$ cat config.mk
export PLATFORM = sky130hd
export DESIGN_NAME = sram_ring_master_flat
export DESIGN_NICKNAME = d
export VERILOG_FILES = /design/src/rtl/sram_ring_master_if.sv /design/src/rtl/sram_ring_master.sv /design/src/flat_wrapper.sv
export SDC_FILE = /design/constraint.sdc
export NUM_CORES = 1
export LEC_CHECK = 0
export CAP_MARGIN = 20
export CORE_MARGIN = 1.5
export CORE_UTILIZATION = 30
export DETAILED_ROUTE_END_ITERATION = 8
export GPL_ROUTABILITY_DRIVEN = 1
export PLACE_DENSITY = 0.57
export SLEW_MARGIN = 25
export SYNTH_ARGS = -nofsm -noshare
export SYNTH_HDL_FRONTEND = slang
export SYNTH_SLANG_ARGS = --single-unit
$ cat constraint.sdc
create_clock -name clk_i -period 10.4 [get_ports clk_i]
set_input_delay 3.12 -clock clk_i [delete_from_list [all_inputs] [get_ports clk_i]]
set_output_delay 3.12 -clock clk_i [all_outputs]
set_load 0.02 [all_outputs]
$ cat src/rtl/sram_ring_master_if.sv
// Wishbone bus between sram_ring_master (initiator) and the SRAM bridge (target).
//   cyc   : cycle active, held until ack is sampled
//   we    : 1 = write, 0 = read
//   adr   : SRAM byte address
//   dat_w : write data, initiator to target
//   dat_r : read data, target to initiator
//   ack   : target acknowledge, a level held while cyc stays high
interface sram_ring_master_if #(
    parameter int unsigned ADDR_W = 19
);
    logic              cyc;
    logic              we;
    logic [ADDR_W-1:0] adr;
    logic [7:0]        dat_w;
    logic [7:0]        dat_r;
    logic              ack;

    modport master (
        output cyc, we, adr, dat_w,
        input  dat_r, ack
    );

    modport slave (
        input  cyc, we, adr, dat_w,
        output dat_r, ack
    );
endinterface

$ cat src/rtl/sram_ring_master.sv
// Byte-wide ring-buffer FIFO stored in an external single-port SRAM, reached
// through the Wishbone target port of the SRAM bridge. Read and write
// transfers share the bus through an alternating-priority arbiter.
//
// Ports:
//   clk_i, rst_i      clock, asynchronous active-high reset
//   flush_i           synchronous clear of ring contents
//   wr_valid_i/wr_data_i/wr_ready_o   write byte stream (1-byte holding reg)
//   rd_valid_o/rd_data_o/rd_ready_i   read byte stream (1-byte output reg)
//   level_o           bytes currently held in SRAM
//   overrun_o         one-cycle pulse when an unread byte is overwritten
//   wb                Wishbone initiator (sram_ring_master_if.master)
//
// Build option: define SRAM_RING_OVERWRITE_EN to keep accepting writes when
// the ring is full, dropping the oldest stored byte. Without it writes stall
// at full and overrun_o is tied low.
module sram_ring_master #(
    parameter int unsigned ADDR_W = 19
) (
    input  logic              clk_i,
    input  logic              rst_i,
    input  logic              flush_i,
    input  logic              wr_valid_i,
    input  logic [7:0]        wr_data_i,
    output logic              wr_ready_o,
    output logic              rd_valid_o,
    output logic [7:0]        rd_data_o,
    input  logic              rd_ready_i,
    output logic [ADDR_W:0]   level_o,
    output logic              overrun_o,
    sram_ring_master_if.master wb
);
    localparam logic [ADDR_W:0] DEPTH = {1'b1, {ADDR_W{1'b0}}};

    typedef enum logic [1:0] {IDLE, WR, RD} state_t;
    typedef enum logic {GRANT_RD, GRANT_WR} grant_t;

    state_t            state, state_d;
    grant_t            last_grant, last_grant_d;
    logic [ADDR_W-1:0] wr_ptr, wr_ptr_d;
    logic [ADDR_W-1:0] rd_ptr, rd_ptr_d;
    logic [ADDR_W:0]   level, level_d;
    logic [7:0]        wbuf, wbuf_d;
    logic              wbuf_v, wbuf_v_d;
    logic              rd_valid, rd_valid_d;
    logic [7:0]        rd_data, rd_data_d;
    logic              cyc, cyc_d;
    logic              we, we_d;
    logic [ADDR_W-1:0] adr, adr_d;
    logic [7:0]        dat_w, dat_w_d;
    // Set when a flush lands while a bus cycle is in flight; its result is
    // dropped when the ack arrives.
    logic              discard, discard_d;

    logic full, wr_elig, rd_elig, can_grant, grant_wr, grant_rd;
    logic done, commit, wr_hs, rd_hs;

    assign full  = (level == DEPTH);
    assign wr_hs = wr_valid_i && !wbuf_v;
    assign rd_hs = rd_valid && rd_ready_i;

`ifdef SRAM_RING_OVERWRITE_EN
    logic overrun, overrun_d;
    assign wr_elig = wbuf_v;
`else
    assign wr_elig = wbuf_v && !full;
`endif
    // Only refill the output register when it is empty, so a pop and a refill
    // never coincide.
    assign rd_elig = (level != '0) && !rd_valid;

    // A still-high ack in IDLE is the tail of the previous cycle (or a stale
    // one after reset); wait for it to drop before granting again.
    assign can_grant = (state == IDLE) && !wb.ack && !flush_i;
    assign grant_wr  = can_grant && wr_elig && (!rd_elig || last_grant == GRANT_RD);
    assign grant_rd  = can_grant && rd_elig && (!wr_elig || last_grant == GRANT_WR);
    assign done      = (state != IDLE) && wb.ack;
    assign commit    = done && !discard && !flush_i;

    always_ff @(posedge clk_i or posedge rst_i) begin
        if (rst_i) begin
            state <= IDLE;
        end else begin
            state <= state_d;
        end
    end

    always_comb begin
        state_d = state;
        case (state)
            IDLE: begin
                if (grant_wr) begin
                    state_d = WR;
                end else if (grant_rd) begin
                    state_d = RD;
                end
            end
            WR, RD: begin
                if (wb.ack) begin
                    state_d = IDLE;
                end
            end
            default: state_d = IDLE;
        endcase
    end

    always_comb begin
        last_grant_d = last_grant;
        wr_ptr_d     = wr_ptr;
        rd_ptr_d     = rd_ptr;
        level_d      = level;
        wbuf_d       = wbuf;
        wbuf_v_d     = wbuf_v;
        rd_valid_d   = rd_valid;
        rd_data_d    = rd_data;
        cyc_d        = cyc;
        we_d         = we;
        adr_d        = adr;
        dat_w_d      = dat_w;
        discard_d    = discard;
`ifdef SRAM_RING_OVERWRITE_EN
        overrun_d    = 1'b0;
`endif

        if (wr_hs) begin
            wbuf_d   = wr_data_i;
            wbuf_v_d = 1'b1;
        end
        if (rd_hs) begin
            rd_valid_d = 1'b0;
        end

        if (grant_wr || grant_rd) begin
            cyc_d        = 1'b1;
            we_d         = grant_wr;
            adr_d        = grant_wr ? wr_ptr : rd_ptr;
            dat_w_d      = wbuf;
            last_grant_d = grant_wr ? GRANT_WR : GRANT_RD;
        end

        if (done) begin
            cyc_d     = 1'b0;
            discard_d = 1'b0;
        end

        if (commit) begin
            if (state == WR) begin
                wbuf_v_d = 1'b0;
                wr_ptr_d = wr_ptr + 1'b1;
`ifdef SRAM_RING_OVERWRITE_EN
                // At full wr_ptr == rd_ptr: the write replaced the oldest
                // byte, so the read pointer skips past it.
                if (full) begin
                    rd_ptr_d  = rd_ptr + 1'b1;
                    overrun_d = 1'b1;
                end else begin
                    level_d = level + 1'b1;
                end
`else
                level_d = level + 1'b1;
`endif
            end else begin
                rd_data_d  = wb.dat_r;
                rd_valid_d = 1'b1;
                rd_ptr_d   = rd_ptr + 1'b1;
                level_d    = level - 1'b1;
            end
        end

        if (flush_i) begin
            wr_ptr_d   = '0;
            rd_ptr_d   = '0;
            level_d    = '0;
            wbuf_v_d   = 1'b0;
            rd_valid_d = 1'b0;
            if ((state != IDLE) && !wb.ack) begin
                discard_d = 1'b1;
            end
        end
    end

    always_ff @(posedge clk_i or posedge rst_i) begin
        if (rst_i) begin
            last_grant <= GRANT_RD;
            wr_ptr     <= '0;
            rd_ptr     <= '0;
            level      <= '0;
            wbuf       <= '0;
            wbuf_v     <= 1'b0;
            rd_valid   <= 1'b0;
            rd_data    <= '0;
            cyc        <= 1'b0;
            we         <= 1'b0;
            adr        <= '0;
            dat_w      <= '0;
            discard    <= 1'b0;
`ifdef SRAM_RING_OVERWRITE_EN
            overrun    <= 1'b0;
`endif
        end else begin
            last_grant <= last_grant_d;
            wr_ptr     <= wr_ptr_d;
            rd_ptr     <= rd_ptr_d;
            level      <= level_d;
            wbuf       <= wbuf_d;
            wbuf_v     <= wbuf_v_d;
            rd_valid   <= rd_valid_d;
            rd_data    <= rd_data_d;
            cyc        <= cyc_d;
            we         <= we_d;
            adr        <= adr_d;
            dat_w      <= dat_w_d;
            discard    <= discard_d;
`ifdef SRAM_RING_OVERWRITE_EN
            overrun    <= overrun_d;
`endif
        end
    end

    assign wr_ready_o = !wbuf_v;
    assign rd_valid_o = rd_valid;
    assign rd_data_o  = rd_data;
    assign level_o    = level;
    assign wb.cyc     = cyc;
    assign wb.we      = we;
    assign wb.adr     = adr;
    assign wb.dat_w   = dat_w;
`ifdef SRAM_RING_OVERWRITE_EN
    assign overrun_o  = overrun;
`else
    assign overrun_o  = 1'b0;
`endif
endmodule
$ cat src/flat_wrapper.sv
// flat-port wrapper written by rule: the top's interface ports become plain ports
module sram_ring_master_flat 
#(
    parameter int unsigned ADDR_W = 19
)
  (clk_i, rst_i, flush_i, wr_valid_i, wr_data_i, wr_ready_o, rd_valid_o, rd_data_o, rd_ready_i, level_o, overrun_o, wb_cyc, wb_we, wb_adr, wb_dat_w, wb_dat_r, wb_ack);
  sram_ring_master_if #(.ADDR_W(ADDR_W)) wb_i ();
  input  logic clk_i;
  input  logic rst_i;
  input  logic flush_i;
  input  logic wr_valid_i;
  input  logic [7:0] wr_data_i;
  output logic wr_ready_o;
  output logic rd_valid_o;
  output logic [7:0] rd_data_o;
  input  logic rd_ready_i;
  output logic [ADDR_W:0] level_o;
  output logic overrun_o;
  output wire logic [$bits(wb_i.cyc)-1:0] wb_cyc;
  output wire logic [$bits(wb_i.we)-1:0] wb_we;
  output wire logic [$bits(wb_i.adr)-1:0] wb_adr;
  output wire logic [$bits(wb_i.dat_w)-1:0] wb_dat_w;
  input wire logic [$bits(wb_i.dat_r)-1:0] wb_dat_r;
  input wire logic [$bits(wb_i.ack)-1:0] wb_ack;
  assign wb_cyc = wb_i.cyc;
  assign wb_we = wb_i.we;
  assign wb_adr = wb_i.adr;
  assign wb_dat_w = wb_i.dat_w;
  assign wb_i.dat_r = wb_dat_r;
  assign wb_i.ack = wb_ack;
  sram_ring_master #(.ADDR_W(ADDR_W)) u_core (.clk_i(clk_i), .rst_i(rst_i), .flush_i(flush_i), .wr_valid_i(wr_valid_i), .wr_data_i(wr_data_i), .wr_ready_o(wr_ready_o), .rd_valid_o(rd_valid_o), .rd_data_o(rd_data_o), .rd_ready_i(rd_ready_i), .level_o(level_o), .overrun_o(overrun_o), .wb(wb_i));
endmodule
==> flow_summary.toml, run 1 <==
[status]
run_status = "finished clean"

[drt]
dr.pass1.iters = 5
vias_per_cell = 5.07
via_count = 4635
drc_errors = 0
wl_per_cell_um = 16.4
ant_nets = 0
wl_um = 15000
drt_iter0_drc = 352

[clock_network]
clockBufferDepth = 2
cts_tree = "yes"
cts_resized = 0
cts_made_buffers = 9
cts_hold_buf = 0
cts-root-buf = "clkbuf_16"
htree_levels = 3
numClockSinks = 108
path_clk_slew_ns = 0.07
post_cts_buffers = 0
worstSkewPairLatency_ns = 0.36

[sta]
finalHoldViolations = 0
drv_slew = 0
fin_crit_sh_pct = 51.1
max_slew_margin_pct = 36.8
setup_violations = 0
fin_skew_ns = 0.0153
setup_slack_ns = 5.08
setup_tns_ns = 0
tightest_slew_ns = 0.941
fin_crit_ns = 5.32
max_freq_mhz = 188
rsz0062_at_grt = "no"

[hold_path]
min_from = "u_core.wb.adr[8]$_DFFE_PP0P_"
hp-class = "flop to flop"
whs_path_depth = 1
holdPathEnd = "u_core.wb.adr[8]$_DFFE_PP0P_"

[floorplan]
die_y_um = 142
start_util_pct = 30.8
dieWidth_um = 142
dieArea_mm2 = 0.0202
io_pins = 82
num_rows = 50
core_area_mm2 = 0.0188

[yosys]
syn_avg_cell_area_um2 = 10.1
syn_inst = 577
syn_nets = 624
ys_warn_count = 0
synthArstFlopShare_pct = 100
synth_seq_area_share_pct = 46.5
ys_types = 62
synth-seq-cells = 108
syn_area_mm2 = 0.00581
ys.flop_type = "dfrtp_1"
synth_enable_flop_cells = 0

[power_and_ir_drop]
combPwrFrac_pct = 56.6
ir_worst_vdd_v = 0.000117
p_leak_nw = 2.98
power.density_mw_per_mm2 = 316
power_mw = 2.26
power_frac_seq_pct = 27.4
p_sw_share_pct = 42.6
clock_power_share_pct = 16.0
switching_power_mw = 0.962
p_int_mw = 1.30

[grt]
grt_usage_pct = 15.5
first_global_vias = 4648
grt_overflow = 0
grt_max_degree = 70
grt_first_pass_wirelength_um = 24700
antenna_found_initial = 0

[final_layout]
fillCellCount = 1900
nNetsFinal = 697
layout_commonest_cell = "dfrtp_1"
area_delta_synth_final_pct = 23.1
layout_common_cells = "108 x dfrtp_1, 79 x clkdlybuf4s50_1, 55 x nand2_1, 50 x nor2_1, 37 x a21oi_1"
fin_cells = 915
drive_gt1_share_pct = 9.01
antenna_cells = 0
post-route-util_pct = 38.0

[setup_path]
critPathBufInv = 1
start_kind = "input pin"
worstPathMaxFanout = 28
cp_data_arrival_time_ns = 5.56
cp.required_ns = 10.64
cp_slowest_cell = "clkdlybuf4s50_1"
timing.rr.end = "u_core.level_o[17]$_DFFE_PP0P_"
critPathCaptureType = "flop"
critical_path_class = "input pin to flop"
crit_chain = "clkdlybuf4s50_1 > or3b_2 > nor2_1 > o31ai_1 > a31o_2 > nand2_4 > mux2_2"
path_depth = 7
rr_worst_depth = 9
critPathMaxStageDelay_ns = 0.53
r2r_start = "u_core.state[0]$_DFFE_PP0P_"
r2r_slack_ns = 6.87
path_delay_family = "simple AND/OR/NAND/NOR gates"

[place]
post-place-ws_ns = 4.70
dp_hpwl_um = 10600
port_buffers = 80
routabilityCongestion = 0.857
place_inst = 899

[job]
drv_cap = 0
[worst register-to-register path: stages (launching register included)]
cell,delay (ns)
dfrtp_1,0.39
ha_1,0.28
inv_1,0.61
ha_1,0.40
a21o_1,0.19
a221oi_1,0.51
nor3_1,0.24
o21ai_0,0.30
a2111oi_0,0.14
a311o_1,0.35
[cells by family after synthesis]
group / share of synthesized area, %
other: 0.0646
flip-flops: 46.5
AND/OR/NAND/NOR: 17.2
buffers and inverters: 3.30
AO/OA/AOI/OAI: 16.3
multiplexers: 5.02
XOR/XNOR: 6.03
adder cells (fa/ha/maj): 5.51
[layer usage]
layer | routed length [um] | share of wire, % | GRT usage [%] | vias to the layer above
li1 | - | - | - | 2241
met1 | 7350 | 49 | 22.1 | 2270
met2 | 6810 | 45 | 23.9 | 110
met3 | 708 | 4.7 | 3.23 | 14
met4 | 134 | 0.89 | 4.23 | 0
met5 | 0 | 0 | 0 | -
[Yosys cell counts (5+ instances only)]
master | count | area [um2]
dfrtp_1 | 108 | 2700
nand2_1 | 55 | 206
nor2_1 | 50 | 188
a21oi_1 | 37 | 185
mux2_2 | 25 | 282
ha_1 | 24 | 300
nand3_1 | 23 | 115
xor2_1 | 23 | 201
o21a_1 | 22 | 165
o22a_1 | 18 | 158
inv_1 | 17 | 63.8
xnor2_1 | 17 | 149
o21ai_0 | 15 | 75.1
nand4_1 | 14 | 87.6
and3_1 | 12 | 75.1
or3_1 | 10 | 62.6
clkbuf_1 | 9 | 33.8
o211ai_1 | 8 | 60.1
nor3_1 | 7 | 35.0
buf_2 | 6 | 30.0
o31ai_1 | 6 | 45.0
a21o_1 | 5 | 37.5
nor4_1 | 5 | 31.3
[worst max path at each step]
stage | startpoint | to | slack [ns]
after floorplan | rst_i | asynchronous set/reset pin | 4.43
after global placement | wb_ack | u_core.wb.dat_w[3]$_DFFE_PP0P_ | 4.78
after detailed placement | wb_ack | u_core.wb.dat_w[1]$_DFFE_PP0P_ | 4.70
after CTS | wb_ack | u_core.wb.dat_w[1]$_DFFE_PP0P_ | 5.09
after global routing | wb_ack | u_core.wb.dat_w[1]$_DFFE_PP0P_ | 4.95
final | wb_ack | u_core.wb.dat_w[1]$_DFFE_PP0P_ | 5.08
[power groups by stage]
stage / combinational (mW) / clock [mW] / sequential [mW]
CTS: 1.28 / 0.373 / 0.622
global placement: 1.26 / 0 / 0.626
detailed placement: 1.27 / 0 / 0.627
floorplan: 0.765 / 0 / 0.723
global route: 1.40 / 0.391 / 0.636
finish: 1.28 / 0.361 / 0.619
[area by class of cell]
class / count / area [um2] / share of cell area (%)
sequential: 108 / 2700 / 37.8
tap: 260 / 325 / 4.55
timing repair buffer: 85 / 833 / 11.7
clock buffer: 10 / 239 / 3.34
clock inverter: 6 / 68.8 / 0.963
multi-input combinational: 429 / 2910 / 40.8
inverter: 17 / 66.3 / 0.928
[through the flow]
stage,hold WS [ns],area (um2)
CTS,0.499,7150
global route,0.517,7150
global placement,0.481,6840
finish,0.493,7150
floorplan,0.475,5810
detailed placement,0.483,6840
[registers in the layout (all words and copies together) (netlist names), named ones only]
signal / flops
u_core.last_grant: 1
u_core.wb.cyc: 1
u_core.state: 2
u_core.rd_ptr: 19
u_core.rd_data_o: 8
u_core.wr_ptr: 19
u_core.level_o: 20
u_core.wbuf: 8
u_core.wbuf_v: 1
u_core.wb.adr: 19
u_core.rd_valid_o: 1
u_core.wb.dat_w: 8
Power figures use the tool's default switching activity.
==> run 2, diff against run 1 <==
==> constraint.sdc (replaced) <==
create_clock -name clk_i -period 5.1 [get_ports clk_i]
set_input_delay 1.53 -clock clk_i [delete_from_list [all_inputs] [get_ports clk_i]]
set_output_delay 1.53 -clock clk_i [all_outputs]
set_load 0.02 [all_outputs]
==> flow_summary.toml, run 2 (same netlist as run 1, synthesis figures left out) <==
[setup_path]
critPathCaptureType = "flop"
cp_data_arrival_time_ns = 3.99
timing.rr.end = "u_core.level_o[17]$_DFFE_PP0P_"
worstPathMaxFanout = 28
endpoint = "u_core.wb.dat_w[0]$_DFFE_PP0P_"
r2r_slack_ns = 1.60
start_kind = "input pin"
critical_path_class = "input pin to flop"
rr_worst_depth = 9
cp.required_ns = 5.34
r2r_start = "u_core.state[0]$_DFFE_PP0P_"
worstSetupStartpoint = "wb_ack"

[grt]
use_met3_pct = 2.89
grt_first_pass_wirelength_um = 24700
grt_max_degree = 68
met1_usage_pct = 22.2
grt_overflow = 0
first_global_vias = 4604
top_usage_layer = "met2"
antenna_found_initial = 1
grt_usage_pct = 15.5
grt_util_met2_pct = 23.6

[clock_network]
numClockSinks = 108
cts-root-buf = "clkbuf_16"
path_clk_slew_ns = 0.07
cts_made_buffers = 9
worstSkewPairLatency_ns = 0.35
clockBufferDepth = 2
cts_resized = 0
cts_hold_buf = 0
post_cts_buffers = 0
htree_levels = 3
cts_tree = "yes"

[job]
drv_cap = 0

[floorplan]
start_util_pct = 30.8
die_y_um = 142
core_area_mm2 = 0.0188
io_pins = 82
dieArea_mm2 = 0.0202
dieWidth_um = 142
num_rows = 50

[sta]
finalHoldViolations = 0
max_freq_mhz = 267
setup_tns_ns = 0
fin_crit_sh_pct = 73.5
fin_crit_ns = 3.75
fin_skew_ns = 0.00897
tightest_slew_ns = 0.877
drv_slew = 0
max_slew_margin_pct = 41.1
setup_violations = 0
rsz0062_at_grt = "no"

[power_and_ir_drop]
power.density_mw_per_mm2 = 643
combPwrFrac_pct = 56.5
ir_worst_vdd_v = 0.000253
power_frac_seq_pct = 27.3
clock_power_share_pct = 16.2
p_sw_share_pct = 42.3
p_int_mw = 2.66
switching_power_mw = 1.95
p_leak_nw = 2.99

[drt]
drt_iter0_drc = 351
dr.pass1.iters = 4
wl_um = 14800
ant_nets = 0
wl_per_cell_um = 16.2
via_count = 4619
drc_errors = 0
vias_per_cell = 5.05

[final_layout]
layout_commonest_cell = "dfrtp_1"
drive_gt1_share_pct = 9.01
post-route-util_pct = 38.1
fillCellCount = 1856
largest_register_ffs = 20
area_delta_synth_final_pct = 23.5
layout_common_cells = "108 x dfrtp_1, 79 x clkdlybuf4s50_1, 55 x nand2_1, 50 x nor2_1, 37 x a21oi_1"
antenna_cells = 0
nNetsFinal = 697

[place]
port_buffers = 80
dp_hpwl_um = 10500
routabilityCongestion = 0.840

[hold_path]
hp-class = "flop to flop"

[status]
run_status = "finished clean"
[run 2: worst min-delay path by stage]
stage,from,endpoint,slack [ns],cells after the start
after CTS,u_core.wb.adr[6]$_DFFE_PP0P_,u_core.wb.adr[6]$_DFFE_PP0P_,0.50,1
after global routing,u_core.wb.dat_w[0]$_DFFE_PP0P_,u_core.wb.dat_w[0]$_DFFE_PP0P_,0.52,1
final,u_core.wb.adr[6]$_DFFE_PP0P_,u_core.wb.adr[6]$_DFFE_PP0P_,0.50,1
after global placement,u_core.wb.adr[16]$_DFFE_PP0P_,u_core.wb.adr[16]$_DFFE_PP0P_,0.48,1
after detailed placement,u_core.wb.adr[2]$_DFFE_PP0P_,u_core.wb.adr[2]$_DFFE_PP0P_,0.48,1
after floorplan,u_core.wbuf[0]$_DFFE_PP0P_,u_core.wbuf[0]$_DFFE_PP0P_,0.47,1
[run 2: power groups by stage]
| stage | Clock, mW | Sequential [mW] | Combinational (mW) |
|---|---|---|---|
| final | 0.745 | 1.26 | 2.61 |
| after global routing | 0.807 | 1.30 | 2.86 |
| after CTS | 0.767 | 1.27 | 2.61 |
| after detailed placement | 0 | 1.28 | 2.60 |
| after global placement | 0 | 1.28 | 2.55 |
| after floorplan | 0 | 1.48 | 1.56 |
[run 2: layer usage]
layer  vias up  wire length, um
li1       2229                -
met1      2296             7310
met2        80             6780
met3        12              544
met4         2              179
met5         -               11
[run 2: stage by stage]
| step | hold slack (ns) | total power, mW | cell area, um2 | setup WS, ns | instances |
|---|---|---|---|---|---|
| final | 0.496 | 4.61 | 7170 | 1.35 | 915 |
| after CTS | 0.501 | 4.65 | 7170 | 1.36 | 915 |
| after global routing | 0.524 | 4.96 | 7170 | 1.23 | 915 |
| after global placement | 0.484 | 3.83 | 6850 | 1.09 | 899 |
| after detailed placement | 0.483 | 3.88 | 6850 | 0.992 | 899 |
| after floorplan | 0.475 | 3.03 | 5810 | 0.724 | 577 |
[run 2: layout make-up]
cell class                      instances  area, um2  area share, %
Sequential cell                       108       2700           37.7
Clock buffer                           11        253           3.52
Tap cell                              260        325           4.54
Clock inverter                          5       65.1          0.907
Multi-Input combinational cell        429       2910           40.6
Timing Repair Buffer                   85        846           11.8
Inverter                               17       66.3          0.925
[run 2: critical path, cell delays in order]
cell	delay, ns
clkdlybuf4s50_1	0.54
or3b_2	0.53
nor2_1	0.12
o31ai_1	0.10
a31o_2	0.40
nand2_4	0.37
mux2_2	0.39
==> run 3, diff against run 2 <==
==> constraint.sdc (replaced) <==
create_clock -name clk_i -period 3.9 [get_ports clk_i]
set_input_delay 1.17 -clock clk_i [delete_from_list [all_inputs] [get_ports clk_i]]
set_output_delay 1.17 -clock clk_i [all_outputs]
set_load 0.02 [all_outputs]
==> flow_summary.toml, run 3 (same netlist as run 1, synthesis figures left out) <==
[status]
run_status = "finished clean"

[power_and_ir_drop]
combPwrFrac_pct = 57.5
clock_power_share_pct = 14.7
ir_worst_vdd_v = 0.000323
p_int_mw = 3.45
p_sw_share_pct = 42.3
power_frac_seq_pct = 27.9
switching_power_mw = 2.52
power.density_mw_per_mm2 = 826
p_leak_nw = 3.03

[clock_network]
cts-root-buf = "clkbuf_16"
worstSkewPairLatency_ns = 0.35
path_clk_slew_ns = 0.07
clockBufferDepth = 2
cts_resized = 0
numClockSinks = 108
cts_tree = "yes"
post_cts_buffers = 0
htree_levels = 3
cts_made_buffers = 9
cts_hold_buf = 0

[sta]
setup_tns_ns = 0
finalHoldViolations = 0
fin_crit_ns = 3.23
max_freq_mhz = 309
max_slew_margin_pct = 52.0
rsz0062_at_grt = "no"
drv_slew = 0
fin_crit_sh_pct = 82.9
tightest_slew_ns = 0.718
fin_skew_ns = 0.0102
setup_violations = 0

[setup_path]
start_kind = "flop"
endpoint = "u_core.level_o[17]$_DFFE_PP0P_"
r2r_slack_ns = 0.67
cp_data_arrival_time_ns = 3.52
r2r_start = "u_core.state[1]$_DFFE_PP0P_"
worstSetupStartpoint = "u_core.state[1]$_DFFE_PP0P_"
critical_path_class = "flop to flop"
worstPathMaxFanout = 16
cp.required_ns = 4.19
timing.rr.end = "u_core.level_o[17]$_DFFE_PP0P_"
critPathCaptureType = "flop"
rr_worst_depth = 11

[final_layout]
antenna_cells = 0
layout_common_cells = "108 x dfrtp_1, 79 x clkdlybuf4s50_1, 55 x nand2_1, 50 x nor2_1, 37 x a21oi_1"
final_cell_area_mm2 = 0.00723
nNetsFinal = 708
largest_register_ffs = 20
drive_gt1_share_pct = 10.2
fillCellCount = 1871
area_delta_synth_final_pct = 24.4
layout_commonest_cell = "dfrtp_1"

[drt]
vias_per_cell = 5.11
ant_nets = 0
top_layer_used = "met4"
wl_per_cell_um = 16.3
wl_met2_um = 6840
drt-met1-wl_um = 7480
dr.pass1.iters = 5
via_count = 4719
drc_errors = 0
wl_um = 15100
wl_met3_um = 508
drt_iter0_drc = 355

[place]
placed_area_mm2 = 0.00695
dp_hpwl_um = 11000
routabilityCongestion = 0.844
port_buffers = 80

[floorplan]
dieArea_mm2 = 0.0202
io_pins = 82
num_rows = 50
start_util_pct = 30.8
core_area_mm2 = 0.0188
die_y_um = 142
dieWidth_um = 142

[grt]
grt_usage_pct = 15.8
grt_overflow = 0
antenna_found_initial = 0
first_global_vias = 4739
grt_first_pass_wirelength_um = 25200
grt_max_degree = 68

[job]
drv_cap = 0

[hold_path]
hp-class = "flop to flop"
## run 3: changes by cell type in the layout (fill, tap and decap cells not counted), sizes merged
cell      previous run  this run
bufinv               1         0
clkinv               1         2
clkinvlp             0         1
inv                 20        17
buf                  6        17
## run 3: worst min path at each step
stage	from	endpoint	slack, ns	cells after the start
after CTS	u_core.wb.adr[10]$_DFFE_PP0P_	u_core.wb.adr[10]$_DFFE_PP0P_	0.50	1
final	u_core.wb.adr[10]$_DFFE_PP0P_	u_core.wb.adr[10]$_DFFE_PP0P_	0.50	1
after global placement	u_core.wb.adr[7]$_DFFE_PP0P_	u_core.wb.adr[7]$_DFFE_PP0P_	0.48	1
after floorplan	u_core.wbuf[0]$_DFFE_PP0P_	u_core.wbuf[0]$_DFFE_PP0P_	0.47	1
after detailed placement	u_core.wb.adr[9]$_DFFE_PP0P_	u_core.wb.adr[9]$_DFFE_PP0P_	0.48	1
after global routing	u_core.wb.adr[9]$_DFFE_PP0P_	u_core.wb.adr[9]$_DFFE_PP0P_	0.52	1
## run 3: layout make-up
| class | instances | area (um2) | area share (%) |
|---|---|---|---|
| clock buffer | 11 | 253 | 3.50 |
| tap | 260 | 325 | 4.50 |
| sequential | 108 | 2700 | 37.4 |
| clock inverter | 3 | 22.5 | 0.312 |
| timing repair buffer | 96 | 941 | 13.0 |
| inverter | 17 | 67.6 | 0.935 |
| multi-input combinational | 429 | 2910 | 40.3 |
## run 3: power groups by stage
stage          sequential [mW]  clock, mW  combinational [mW]
2_1_floorplan             1.93          0                2.04
3_3_place_gp              1.68          0                3.35
3_5_place_dp              1.68          0                3.41
4_1_cts                   1.67      0.904                3.42
5_1_grt                   1.71      0.959                3.74
6_report                  1.66      0.877                3.43
## run 3: per-stage QoR
stage	util [%]	setup slack (ns)	instances	hold WS (ns)	power, mW
floorplan	-	1.06	577	0.475	3.97
global placement	36.9	0.552	910	0.482	5.03
detailed placement	36.9	0.501	910	0.484	5.09
CTS	38.4	0.671	924	0.503	6.00
global route	38.4	0.277	924	0.523	6.40
finish	38.4	0.666	924	0.498	5.97
## run 3: critical path, cell delays in order, from the launching register on
cell and delay [ns]:
dfrtp_1 0.36, inv_1 0.10, ha_1 0.25, inv_1 0.30, ha_1 0.47, and3_1 0.19, a221oi_1 0.08, buf_4 0.16
nor3_1 0.46, o21ai_0 0.24, a2111oi_0 0.40, a311o_1 0.17
## run 3: layer usage
layer / GRT usage, % / up-vias
met5: 0 / -
met4: 5.86 / 0
met3: 2.76 / 19
met2: 24.2 / 94
met1: 22.3 / 2348
li1: - / 2258
